--- src/rtl/europa_pkg.sv ---
// Shared types and widths for the europa front end.
package europa_pkg;

    localparam int unsigned INSTR_W        = 32;
    localparam int unsigned ADDR_W_DEFAULT = 64;

    typedef enum logic [1:0] {
        RUN   = 2'd0,
        DRAIN = 2'd1,
        STOP  = 2'd2
    } ifq_state_t;

    typedef struct packed {
        logic [INSTR_W-1:0]        word;
        logic [ADDR_W_DEFAULT-1:0] pc;
        logic                      fault;
    } ifq_entry_t;

endpackage

--- src/rtl/instr_fetch_queue_if.sv ---
// Redirect, instruction-memory and decoder-side signals of the fetch queue.
// master: the fetch queue itself; slave: the surrounding memory/decoder/redirect logic.
interface instr_fetch_queue_if
    import europa_pkg::*;
#(
    parameter int unsigned ADDR_W = ADDR_W_DEFAULT
);
    logic               redirect_valid;
    logic [ADDR_W-1:0]  redirect_pc;
    logic               mem_req_valid;
    logic               mem_req_ready;
    logic [ADDR_W-1:0]  mem_req_addr;
    logic               mem_rsp_valid;
    logic [INSTR_W-1:0] mem_rsp_data;
    logic               mem_rsp_err;
    logic               instr_valid;
    logic               instr_ready;
    logic [INSTR_W-1:0] instr_word;
    logic [ADDR_W-1:0]  instr_pc;
    logic               instr_fault;

    modport master (
        input  redirect_valid, redirect_pc, mem_req_ready,
        input  mem_rsp_valid, mem_rsp_data, mem_rsp_err, instr_ready,
        output mem_req_valid, mem_req_addr,
        output instr_valid, instr_word, instr_pc, instr_fault
    );

    modport slave (
        output redirect_valid, redirect_pc, mem_req_ready,
        output mem_rsp_valid, mem_rsp_data, mem_rsp_err, instr_ready,
        input  mem_req_valid, mem_req_addr,
        input  instr_valid, instr_word, instr_pc, instr_fault
    );
endinterface

--- src/rtl/ifq_fifo.sv ---
// ifq_fifo: DEPTH-entry FIFO of fetched instructions with head visible
// combinationally; push and pop may coincide at any occupancy.
module ifq_fifo
    import europa_pkg::*;
#(
    parameter int unsigned  DEPTH = 4,
    localparam int unsigned PTR_W = $clog2(DEPTH),
    localparam int unsigned CNT_W = PTR_W + 1
) (
    input  logic             clk,
    input  logic             rst,
    input  logic             i_flush,
    input  logic             i_push,
    input  ifq_entry_t       i_data,
    input  logic             i_pop,
    output ifq_entry_t       o_head,
    output logic             o_empty,
    output logic [CNT_W-1:0] o_count
);
    ifq_entry_t       r_mem [DEPTH];
    logic [PTR_W-1:0] r_wr;
    logic [PTR_W-1:0] r_rd;
    logic [CNT_W-1:0] r_count;

    // Pointer and occupancy tracking; a flush discards every entry.
    always_ff @(posedge clk or posedge rst) begin
        if (rst) begin
            r_wr    <= '0;
            r_rd    <= '0;
            r_count <= '0;
        end else if (i_flush) begin
            r_wr    <= '0;
            r_rd    <= '0;
            r_count <= '0;
        end else begin
            if (i_push) r_wr <= r_wr + PTR_W'(1);
            if (i_pop)  r_rd <= r_rd + PTR_W'(1);
            r_count <= r_count + CNT_W'(i_push) - CNT_W'(i_pop);
        end
    end

    // Entry storage; data needs no reset since occupancy qualifies it.
    always_ff @(posedge clk) begin
        if (i_push && !i_flush) r_mem[r_wr] <= i_data;
    end

    // The credit scheme upstream must never push into a full FIFO.
    always @(posedge clk) begin
        if (!rst && !i_flush && i_push && !i_pop)
            assert (r_count != CNT_W'(DEPTH));
    end

    assign o_head  = r_mem[r_rd];
    assign o_empty = (r_count == '0);
    assign o_count = r_count;

endmodule

--- src/rtl/instr_fetch_queue.sv ---
// instr_fetch_queue: in-order instruction fetch with credit-limited requests,
// redirect flush and stale-response discard, feeding the decoder.
// Optional: IFQ_ALIGN_CHECK_EN turns a misaligned redirect target into a fault entry.
module instr_fetch_queue
    import europa_pkg::*;
#(
    parameter int unsigned       DEPTH    = 4,
    parameter int unsigned       ADDR_W   = ADDR_W_DEFAULT,
    parameter logic [ADDR_W-1:0] RESET_PC = '0
) (
    input logic                 clk,
    input logic                 rst,
    instr_fetch_queue_if.master bus
);
    localparam int unsigned PTR_W = $clog2(DEPTH);
    localparam int unsigned CNT_W = PTR_W + 1;

    ifq_state_t        r_state;
    ifq_state_t        w_state_nxt;
    logic [ADDR_W-1:0] r_fetch_pc;
    logic [CNT_W-1:0]  r_outstanding;
    logic [CNT_W-1:0]  r_stale;
    logic [ADDR_W-1:0] r_pc_ring [DEPTH];
    logic [PTR_W-1:0]  r_ring_wr;
    logic [PTR_W-1:0]  r_ring_rd;

    logic [CNT_W-1:0]  w_fifo_count;
    logic              w_fifo_empty;
    ifq_entry_t        w_head;
    ifq_entry_t        w_push_data;
    logic              w_push;
    logic              w_pop;
    logic              w_instr_valid;
    logic              w_req_valid;
    logic              w_accept;
    logic [CNT_W:0]    w_inflight;
    logic              w_rsp_stale;
    logic              w_rsp_push;
    logic              w_rsp_fault;
    logic [CNT_W-1:0]  w_out_nxt;
    logic [CNT_W-1:0]  w_stale_dec;
    logic [ADDR_W-1:0] w_redir_pc;
    logic              w_misalign;
    logic              w_align_pend;
    logic [ADDR_W-1:0] w_align_pc;
    logic              w_align_push;

`ifdef IFQ_ALIGN_CHECK_EN
    logic              r_align_pend;
    logic [ADDR_W-1:0] r_align_pc;

    assign w_redir_pc   = bus.redirect_pc;
    assign w_misalign   = (bus.redirect_pc[1:0] != 2'b00);
    assign w_align_pend = r_align_pend;
    assign w_align_pc   = r_align_pc;

    // Pending misaligned-target fault, emitted once stale responses have drained.
    always_ff @(posedge clk or posedge rst) begin
        if (rst) begin
            r_align_pend <= 1'b0;
            r_align_pc   <= '0;
        end else if (bus.redirect_valid) begin
            r_align_pend <= w_misalign;
            r_align_pc   <= bus.redirect_pc;
        end else if (w_align_push) begin
            r_align_pend <= 1'b0;
        end
    end
`else
    assign w_redir_pc   = bus.redirect_pc & ~ADDR_W'(3);
    assign w_misalign   = 1'b0;
    assign w_align_pend = 1'b0;
    assign w_align_pc   = '0;
`endif

    // Every response retires one outstanding request; only non-stale ones are kept.
    assign w_rsp_stale  = (r_stale != '0);
    assign w_rsp_push   = bus.mem_rsp_valid && !w_rsp_stale && !bus.redirect_valid;
    assign w_rsp_fault  = w_rsp_push && bus.mem_rsp_err;
    assign w_accept     = w_req_valid && bus.mem_req_ready;
    assign w_out_nxt    = r_outstanding + CNT_W'(w_accept) - CNT_W'(bus.mem_rsp_valid);
    assign w_stale_dec  = r_stale - CNT_W'(bus.mem_rsp_valid && w_rsp_stale);
    assign w_inflight   = {1'b0, w_fifo_count} + {1'b0, r_outstanding};
    assign w_align_push = w_align_pend && (r_state == DRAIN) && !w_rsp_stale
                          && !bus.redirect_valid;

    // FSM state register.
    always_ff @(posedge clk or posedge rst) begin
        if (rst) r_state <= RUN;
        else     r_state <= w_state_nxt;
    end

    // FSM next state; redirect overrides every other transition.
    always_comb begin
        w_state_nxt = r_state;
        if (bus.redirect_valid) begin
            w_state_nxt = ((w_out_nxt != '0) || w_misalign) ? DRAIN : RUN;
        end else begin
            case (r_state)
                RUN:     if (w_rsp_fault) w_state_nxt = STOP;
                DRAIN: begin
                    if (w_align_pend) begin
                        if (!w_rsp_stale) w_state_nxt = STOP;
                    end else if (w_stale_dec == '0) begin
                        w_state_nxt = RUN;
                    end
                end
                STOP:    w_state_nxt = STOP;
                default: w_state_nxt = RUN;
            endcase
        end
    end

    // FSM outputs: request issue under credit, FIFO push selection.
    always_comb begin
        w_req_valid = 1'b0;
        w_push      = 1'b0;
        w_push_data = '0;
        if ((r_state == RUN) && !bus.redirect_valid && !rst)
            w_req_valid = (w_inflight < (CNT_W + 1)'(DEPTH));
        if (w_align_push) begin
            w_push            = 1'b1;
            w_push_data.pc    = ADDR_W_DEFAULT'(w_align_pc);
            w_push_data.fault = 1'b1;
        end else if (w_rsp_push) begin
            w_push            = 1'b1;
            w_push_data.word  = bus.mem_rsp_err ? '0 : bus.mem_rsp_data;
            w_push_data.pc    = ADDR_W_DEFAULT'(r_pc_ring[r_ring_rd]);
            w_push_data.fault = bus.mem_rsp_err;
        end
    end

    // Fetch PC, outstanding/stale counters and request-PC ring pointers.
    always_ff @(posedge clk or posedge rst) begin
        if (rst) begin
            r_fetch_pc    <= RESET_PC;
            r_outstanding <= '0;
            r_stale       <= '0;
            r_ring_wr     <= '0;
            r_ring_rd     <= '0;
        end else begin
            r_outstanding <= w_out_nxt;
            if (w_accept)          r_ring_wr <= r_ring_wr + PTR_W'(1);
            if (bus.mem_rsp_valid) r_ring_rd <= r_ring_rd + PTR_W'(1);
            if (bus.redirect_valid) begin
                r_fetch_pc <= w_redir_pc;
                r_stale    <= w_out_nxt;
            end else begin
                if (w_accept) r_fetch_pc <= r_fetch_pc + ADDR_W'(4);
                r_stale <= w_rsp_fault ? w_out_nxt : w_stale_dec;
            end
        end
    end

    // PC of each issued request, read back in order when its response returns.
    always_ff @(posedge clk) begin
        if (w_accept) r_pc_ring[r_ring_wr] <= r_fetch_pc;
    end

    ifq_fifo #(.DEPTH(DEPTH)) u_fifo (
        .clk     (clk),
        .rst     (rst),
        .i_flush (bus.redirect_valid),
        .i_push  (w_push),
        .i_data  (w_push_data),
        .i_pop   (w_pop),
        .o_head  (w_head),
        .o_empty (w_fifo_empty),
        .o_count (w_fifo_count)
    );

    assign w_instr_valid     = !w_fifo_empty && !bus.redirect_valid;
    assign w_pop             = w_instr_valid && bus.instr_ready;
    assign bus.instr_valid   = w_instr_valid;
    assign bus.instr_word    = w_head.word;
    assign bus.instr_pc      = ADDR_W'(w_head.pc);
    assign bus.instr_fault   = w_head.fault;
    assign bus.mem_req_valid = w_req_valid;
    assign bus.mem_req_addr  = r_fetch_pc;

endmodule

--- src/flat_wrapper.sv ---
// flat-port wrapper written by rule: the top's interface ports become plain ports
module instr_fetch_queue_flat import europa_pkg::*;
#(
    parameter int unsigned       DEPTH    = 4,
    parameter int unsigned       ADDR_W   = ADDR_W_DEFAULT,
    parameter logic [ADDR_W-1:0] RESET_PC = '0
)
  (clk, rst, bus_redirect_valid, bus_redirect_pc, bus_mem_req_ready, bus_mem_rsp_valid, bus_mem_rsp_data, bus_mem_rsp_err, bus_instr_ready, bus_mem_req_valid, bus_mem_req_addr, bus_instr_valid, bus_instr_word, bus_instr_pc, bus_instr_fault);
  instr_fetch_queue_if #(.ADDR_W(ADDR_W)) bus_i ();
  input logic clk;
  input logic rst;
  input wire logic [$bits(bus_i.redirect_valid)-1:0] bus_redirect_valid;
  input wire logic [$bits(bus_i.redirect_pc)-1:0] bus_redirect_pc;
  input wire logic [$bits(bus_i.mem_req_ready)-1:0] bus_mem_req_ready;
  input wire logic [$bits(bus_i.mem_rsp_valid)-1:0] bus_mem_rsp_valid;
  input wire logic [$bits(bus_i.mem_rsp_data)-1:0] bus_mem_rsp_data;
  input wire logic [$bits(bus_i.mem_rsp_err)-1:0] bus_mem_rsp_err;
  input wire logic [$bits(bus_i.instr_ready)-1:0] bus_instr_ready;
  output wire logic [$bits(bus_i.mem_req_valid)-1:0] bus_mem_req_valid;
  output wire logic [$bits(bus_i.mem_req_addr)-1:0] bus_mem_req_addr;
  output wire logic [$bits(bus_i.instr_valid)-1:0] bus_instr_valid;
  output wire logic [$bits(bus_i.instr_word)-1:0] bus_instr_word;
  output wire logic [$bits(bus_i.instr_pc)-1:0] bus_instr_pc;
  output wire logic [$bits(bus_i.instr_fault)-1:0] bus_instr_fault;
  assign bus_i.redirect_valid = bus_redirect_valid;
  assign bus_i.redirect_pc = bus_redirect_pc;
  assign bus_i.mem_req_ready = bus_mem_req_ready;
  assign bus_i.mem_rsp_valid = bus_mem_rsp_valid;
  assign bus_i.mem_rsp_data = bus_mem_rsp_data;
  assign bus_i.mem_rsp_err = bus_mem_rsp_err;
  assign bus_i.instr_ready = bus_instr_ready;
  assign bus_mem_req_valid = bus_i.mem_req_valid;
  assign bus_mem_req_addr = bus_i.mem_req_addr;
  assign bus_instr_valid = bus_i.instr_valid;
  assign bus_instr_word = bus_i.instr_word;
  assign bus_instr_pc = bus_i.instr_pc;
  assign bus_instr_fault = bus_i.instr_fault;
  instr_fetch_queue #(.DEPTH(DEPTH), .ADDR_W(ADDR_W), .RESET_PC(RESET_PC)) u_core (.clk(clk), .rst(rst), .bus(bus_i));
endmodule
--- config.mk ---
export PLATFORM = sky130hd
export DESIGN_NAME = instr_fetch_queue_flat
export DESIGN_NICKNAME = d
export VERILOG_FILES = /design/src/rtl/europa_pkg.sv /design/src/rtl/instr_fetch_queue_if.sv /design/src/rtl/ifq_fifo.sv /design/src/rtl/instr_fetch_queue.sv /design/src/flat_wrapper.sv
export SDC_FILE = /design/constraint.sdc
export NUM_CORES = 1
export LEC_CHECK = 0
export BUFFER_PORTS_ARGS = -buffer_cell sky130_fd_sc_hd__buf_2
export CELL_PAD_IN_SITES_DETAIL_PLACEMENT = 1
export CELL_PAD_IN_SITES_GLOBAL_PLACEMENT = 1
export CORE_MARGIN = 3
export CORE_UTILIZATION = 40
export CTS_BUF_LIST = sky130_fd_sc_hd__clkbuf_4 sky130_fd_sc_hd__clkbuf_8
export DETAILED_ROUTE_END_ITERATION = 10
export HOLD_SLACK_MARGIN = 0.15
export PLACE_DENSITY = 0.72
export SLEW_MARGIN = 25
export SYNTH_ARGS = -nofsm -noshare
export SYNTH_HDL_FRONTEND = slang
export SYNTH_SLANG_ARGS = --single-unit
export TNS_END_PERCENT = 50
--- constraint.sdc ---
create_clock -name clk -period 6.67 [get_ports clk]
set_input_delay 1.334 -clock clk [delete_from_list [all_inputs] [get_ports clk]]
set_output_delay 1.334 -clock clk [all_outputs]
set_load 0.05 [all_outputs]
==> metrics.cfg, run 1 <==
[global_routing]
grt_antenna_before_repair=5
grt_remaining_overflow=0
grt_pass1_wl_mm=109
grt_usage=0.197
grt_pass1_vias=16982
grt_max_degree=70

[route]
post_drt_via_cell_ratio=5.39
wl_mm=72.1
initialDrtViolationCount=1134
ant_nets=0
vias=15442
firstDrtPassIters=5
drc=0
wl_per_cell_um=25.1

[finish]
area_delta_synth_final_pct=17.2
post_route_cells_drive_above_1_share=0.341
final_nets=1962
instances_no_fill=2867

[clock_tree]
clk_path_buf_depth=3
numClockSinks=709
cts_tree=yes
cts_inserted_buffers=116
insertion_delay_ns=0.72
cts_max_level=3
hold_buffers=0
cts-root-buf=clkbuf_8
clk_pin_slew_worst_paths_ns=0.06
postCtsSetupRepairBufs=0
cts_resized=0

[power_and_ir_drop]
report.power.total_mw=11.7
vdd_drop_max_mv=0.170
power_density_nw_per_um2=354
power_leakage_nw=11.7

[synth]
synth.most_common_cell=edfxtp_1
syn_area_per_cell_um2=18.7
synthFlopType=edfxtp_1
synth_top_area_cell=edfxtp_1
synth_edf_count=628
synthArstFlopShare=0.114
ys_types=56
yosysTopAreaCellShare=0.667
syn_area_um2=28300
ys_ff_latch=709
yosys-top-cells-area=edfxtp_1 67%, mux4_2 13%, dfrtp_1 7.2%
synthTopCellsByCount=628 x edfxtp_1, 157 x mux4_2, 110 x and2_1
yosysSeqAreaShare=0.739
synth_cells=1512
yosys_warnings=0

[flow_run]
cap_violations=0

[critical_path]
cp_cell_sequence=buf_4 -> mux4_2 -> buf_2
path_max_fanout=60
cp.required_ns=5.34
critPathTopFamily=flip-flops
crit_path_end_kind=output pin
slowest_delay_ns=1.11
crit_type=flop to output pin
cp_num_buf_inv=2
cpMaxStageDelayCell=dfrtp_4
arrival_ns=3.21
crit_path_start_kind=flop

[floorplan]
io_pins=266
dieWidth_um=272
start_util=0.408
die_h_um=272
core_area_um2=69300
dieArea_um2=73900
fp-row-count=96

[sta]
final.setup.tns_ns=0
fin_skew_ns=0.0410
tightestPinTransition_ns=1.03
hold_viol_final=0
fin_crit_ns=4.55
setup_viol=0
finalCritPeriodShare=0.682
finalWorstSetupSlack_ns=2.12
max_freq_mhz=220
relSlewSlack=0.315
rsz0062_at_grt=false
final_max_slew_viol_count=0

[placement]
dpl.hpwl_mm=45.4
pre_cts_ws_ns=2.13
numPortBuffers=259
gp_congestion=0.777
dp_cells=2653

[run_status]
outcome=finished clean

[worst_hold_path]
min_path_type=flop to flop

cell usage in the layout (no fill, tap or decap), drive strengths merged, types with 4 or more instances in the layout:
cell        n
edfxtp    628
buf       285
clkbuf    160
mux4      157
and2      114
dfrtp      81
nand2      75
o21ai      51
clkinv     41
nand3      39
nor2       35
inv        30
nand4      25
a21oi      23
o311ai     20
ha         17
nor3       17
and3       16
xnor2      11
xor2       11
o211ai     10
a31oi      10
nor4        9
and4        8
a221o       8
a32oi       6
bufinv      6
clkinvlp    5
conb        4
registers in the layout, summed over array words and instances, names as in the netlist:
signal                   flops
u_core.r_outstanding         3
u_core.r_pc_ring           248
u_core.r_state               2
u_core.bus.mem_req_addr     62
u_core.r_stale               3
u_core.u_fifo.r_rd           2
u_core.u_fifo.r_wr           2
u_core.u_fifo.o_count        3
u_core.r_ring_wr             2
u_core.u_fifo.r_mem        380
u_core.r_ring_rd             2
final timing paths:
kind                            slack, ns                          end                      from  cells after the start
worst max-delay path                 2.12              bus_instr_pc[7]     u_core.u_fifo.r_rd[1]                      3
worst min-delay path                 0.48            u_core.r_state[1]         u_core.r_state[0]                      1
worst max register to register       3.06  u_core.bus.mem_req_addr[44]  u_core.u_fifo.o_count[1]                     10
worst min register to register       0.48            u_core.r_state[1]         u_core.r_state[0]                      1
max in group asynchronous            4.76          u_core.r_ring_rd[0]                       rst                      3
min in group asynchronous            0.75  u_core.bus.mem_req_addr[32]                       rst                      2
cell families (layout without fill, tap and decap cells):
family | Yosys count | in the layout | share of synthesized area
mux | 159 | 159 | 0.126
simple gates | 353 | 353 | 0.0712
other cells | 1 | 5 | 0.000133
flops | 709 | 709 | 0.739
compound gates | 142 | 142 | 0.0329
xor+xnor | 22 | 22 | 0.00682
fa+ha+maj | 19 | 19 | 0.00894
buf+inv | 107 | 527 | 0.0154
worst register-to-register path, stage by stage (launching register included):
cell,delay [ns]
dfrtp_1,0.45
ha_1,0.31
nand3_1,0.05
and3_1,0.19
nand2_2,0.10
clkinv_1,0.53
buf_4,0.48
nor2_2,0.61
buf_4,0.44
o21ai_0,0.18
o311ai_0,0.15
power breakdown:
group | internal, mW | switching [mW] | total, mW | leakage [nW]
sequential | 4.98 | 0.275 | 5.26 | 6.73
combinational | 0.952 | 1.61 | 2.57 | 3.67
clock | 2.18 | 1.73 | 3.90 | 1.26
total | 8.11 | 3.61 | 11.7 | 11.7
layout make-up:
| class | count | area (µm²) |
|---|---|---|
| inverters | 29 | 110 |
| well taps | 931 | 1160 |
| diodes | 1 | 2.50 |
| multi-input cells | 699 | 6990 |
| flip-flops and latches | 709 | 20900 |
| fillers | 6663 | 36200 |
| clock inverters | 53 | 420 |
| repair buffers | 285 | 1560 |
| clock buffers | 160 | 2000 |
through the flow:
step / area [µm²] / hold slack (ns) / util
finish: 33100 / 0.483 / 0.478
detailed placement: 30700 / 0.473 / 0.443
CTS: 33100 / 0.481 / 0.478
floorplan: 28300 / 0.435 / -
global route: 33100 / 0.491 / 0.478
global placement: 30700 / 0.449 / 0.443
layer usage:
| layer | GRT usage | share of wire | up-vias |
|---|---|---|---|
| met5 | 0 | 0.00039 | - |
| met4 | 0.0614 | 0.022 | 4 |
| met3 | 0.0399 | 0.056 | 104 |
| met2 | 0.332 | 0.50 | 418 |
| met1 | 0.257 | 0.42 | 8174 |
| li1 | - | - | 6742 |
Note: power is estimated with default switching activity, not from simulation.
==> run 2, diff against run 1 <==
PLACE_DENSITY = 0.74   (was 0.72)
clock period = 4.15 ns   (was 6.67 ns; I/O delays follow)
==> metrics.cfg, run 2 (synthesis results as in run 1) <==
[route]
ant_nets=0
drc=0
initialDrtViolationCount=1118
wl_mm=73.6
post_drt_via_cell_ratio=5.42
wl_per_cell_um=25.6
vias=15571
firstDrtPassIters=5

[clock_tree]
hold_buffers=0
cts_resized=0
insertion_delay_ns=0.73
cts_tree=yes
cts-root-buf=clkbuf_8
postCtsSetupRepairBufs=0
cts_inserted_buffers=113
numClockSinks=709
clk_pin_slew_worst_paths_ns=0.06
cts_max_level=3
clk_path_buf_depth=3

[sta]
rsz0062_at_grt=false
setup_viol=0
finalCritPeriodShare=0.876
tightestPinTransition_ns=0.944
max_freq_mhz=275
hold_viol_final=0
relSlewSlack=0.366
final.setup.tns_ns=0
final_max_slew_viol_count=0
fin_skew_ns=0.0372
fin_crit_ns=3.64
finalWorstSetupSlack_ns=0.513

[power_and_ir_drop]
power_leakage_nw=11.7
power_density_nw_per_um2=563
report.power.total_mw=18.7
vdd_drop_max_mv=0.258

[placement]
numPortBuffers=259
dpl.hpwl_mm=46.3
placed_cell_area_um2=30800
pre_cts_ws_ns=0.691
gp_congestion=0.761

[floorplan]
start_util=0.408
die_h_um=272
core_area_um2=69300
dieArea_um2=73900
fp-row-count=96
io_pins=266
dieWidth_um=272

[global_routing]
grt_pass1_vias=17339
grt_usage=0.201
grt_max_degree=78
grt_pass1_wl_mm=111
grt_antenna_before_repair=7
grt_remaining_overflow=0

[finish]
fin_area_um2=33200
largest_reg_flops=380
fin_util=0.479
final_common_cell=edfxtp_1
largest_register=u_core.u_fifo.r_mem
post_route_cells_drive_above_1_share=0.345
mostFrequentLayoutCells=628 x edfxtp_1, 259 x buf_2, 157 x mux4_2, 125 x clkbuf_8, 102 x and2_1
n_fill_cell=6640
final_nets=1971
area_delta_synth_final_pct=17.4

[critical_path]
path_max_fanout=28
crit_type=flop to output pin
cp.required_ns=3.32
arrival_ns=2.81
crit_path_start_kind=flop
crit_path_end_kind=output pin

[run_status]
outcome=finished clean

[worst_hold_path]
min_path_type=primary input to asynchronous set/reset pin

[flow_run]
cap_violations=0

==> run 2: layer usage <==
metal  wire, µm  track usage  up-vias  share of wire
met4       1510       0.0604        4          0.021
met1      30800        0.259     8232           0.42
li1           -            -     6767              -
met3       4340       0.0440      108          0.059
met2      36900        0.342      460           0.50
met5         21            0        -        0.00029
==> run 2: cell type report <==
| class | instances | area [µm²] | area share |
|---|---|---|---|
| antenna | 4 | 10.0 | 0.000302 |
| clock buffer | 164 | 2010 | 0.0607 |
| clock inverter | 41 | 310 | 0.00935 |
| inverter | 29 | 110 | 0.00332 |
| multi-input combinational | 699 | 6990 | 0.211 |
| sequential | 709 | 20900 | 0.630 |
| tap | 931 | 1160 | 0.0351 |
| timing repair buffer | 297 | 1700 | 0.0512 |
==> run 2: final timing paths <==
check                                         endpoint                  startpoint  cells after the start  slack, ns
setup / recovery                      bus_instr_pc[31]       u_core.u_fifo.r_rd[0]                      3       0.51
hold / removal                     u_core.r_ring_wr[1]                         rst                      2       0.23
setup reg to reg           u_core.bus.mem_req_addr[50]  u_core.bus.mem_req_addr[2]                      7       0.93
hold reg to reg                      u_core.r_state[1]           u_core.r_state[0]                      1       0.48
max in group asynchronous  u_core.bus.mem_req_addr[46]                         rst                      3       3.02
min in group clk           u_core.bus.mem_req_addr[36]         bus_redirect_pc[36]                      3       0.31
==> run 2: where the power goes <==
group          switching, mW  internal, mW
logic                   2.56          1.57
clock network           2.74          3.31
registers              0.507          8.00
==> run 2: critical path: stages, from the launching register on <==
cell and delay [ns]:
dfrtp_4 0.81, buf_12 0.33, mux4_2 0.61, buf_2 0.24
==> run 2: per-stage QoR <==
stage | cells | hold WS [ns]
CTS | 2869 | 0.183
finish | 2874 | 0.229
floorplan | 1515 | 0.435
global placement | 2664 | 0.451
global route | 2870 | 0.251
detailed placement | 2664 | 0.467
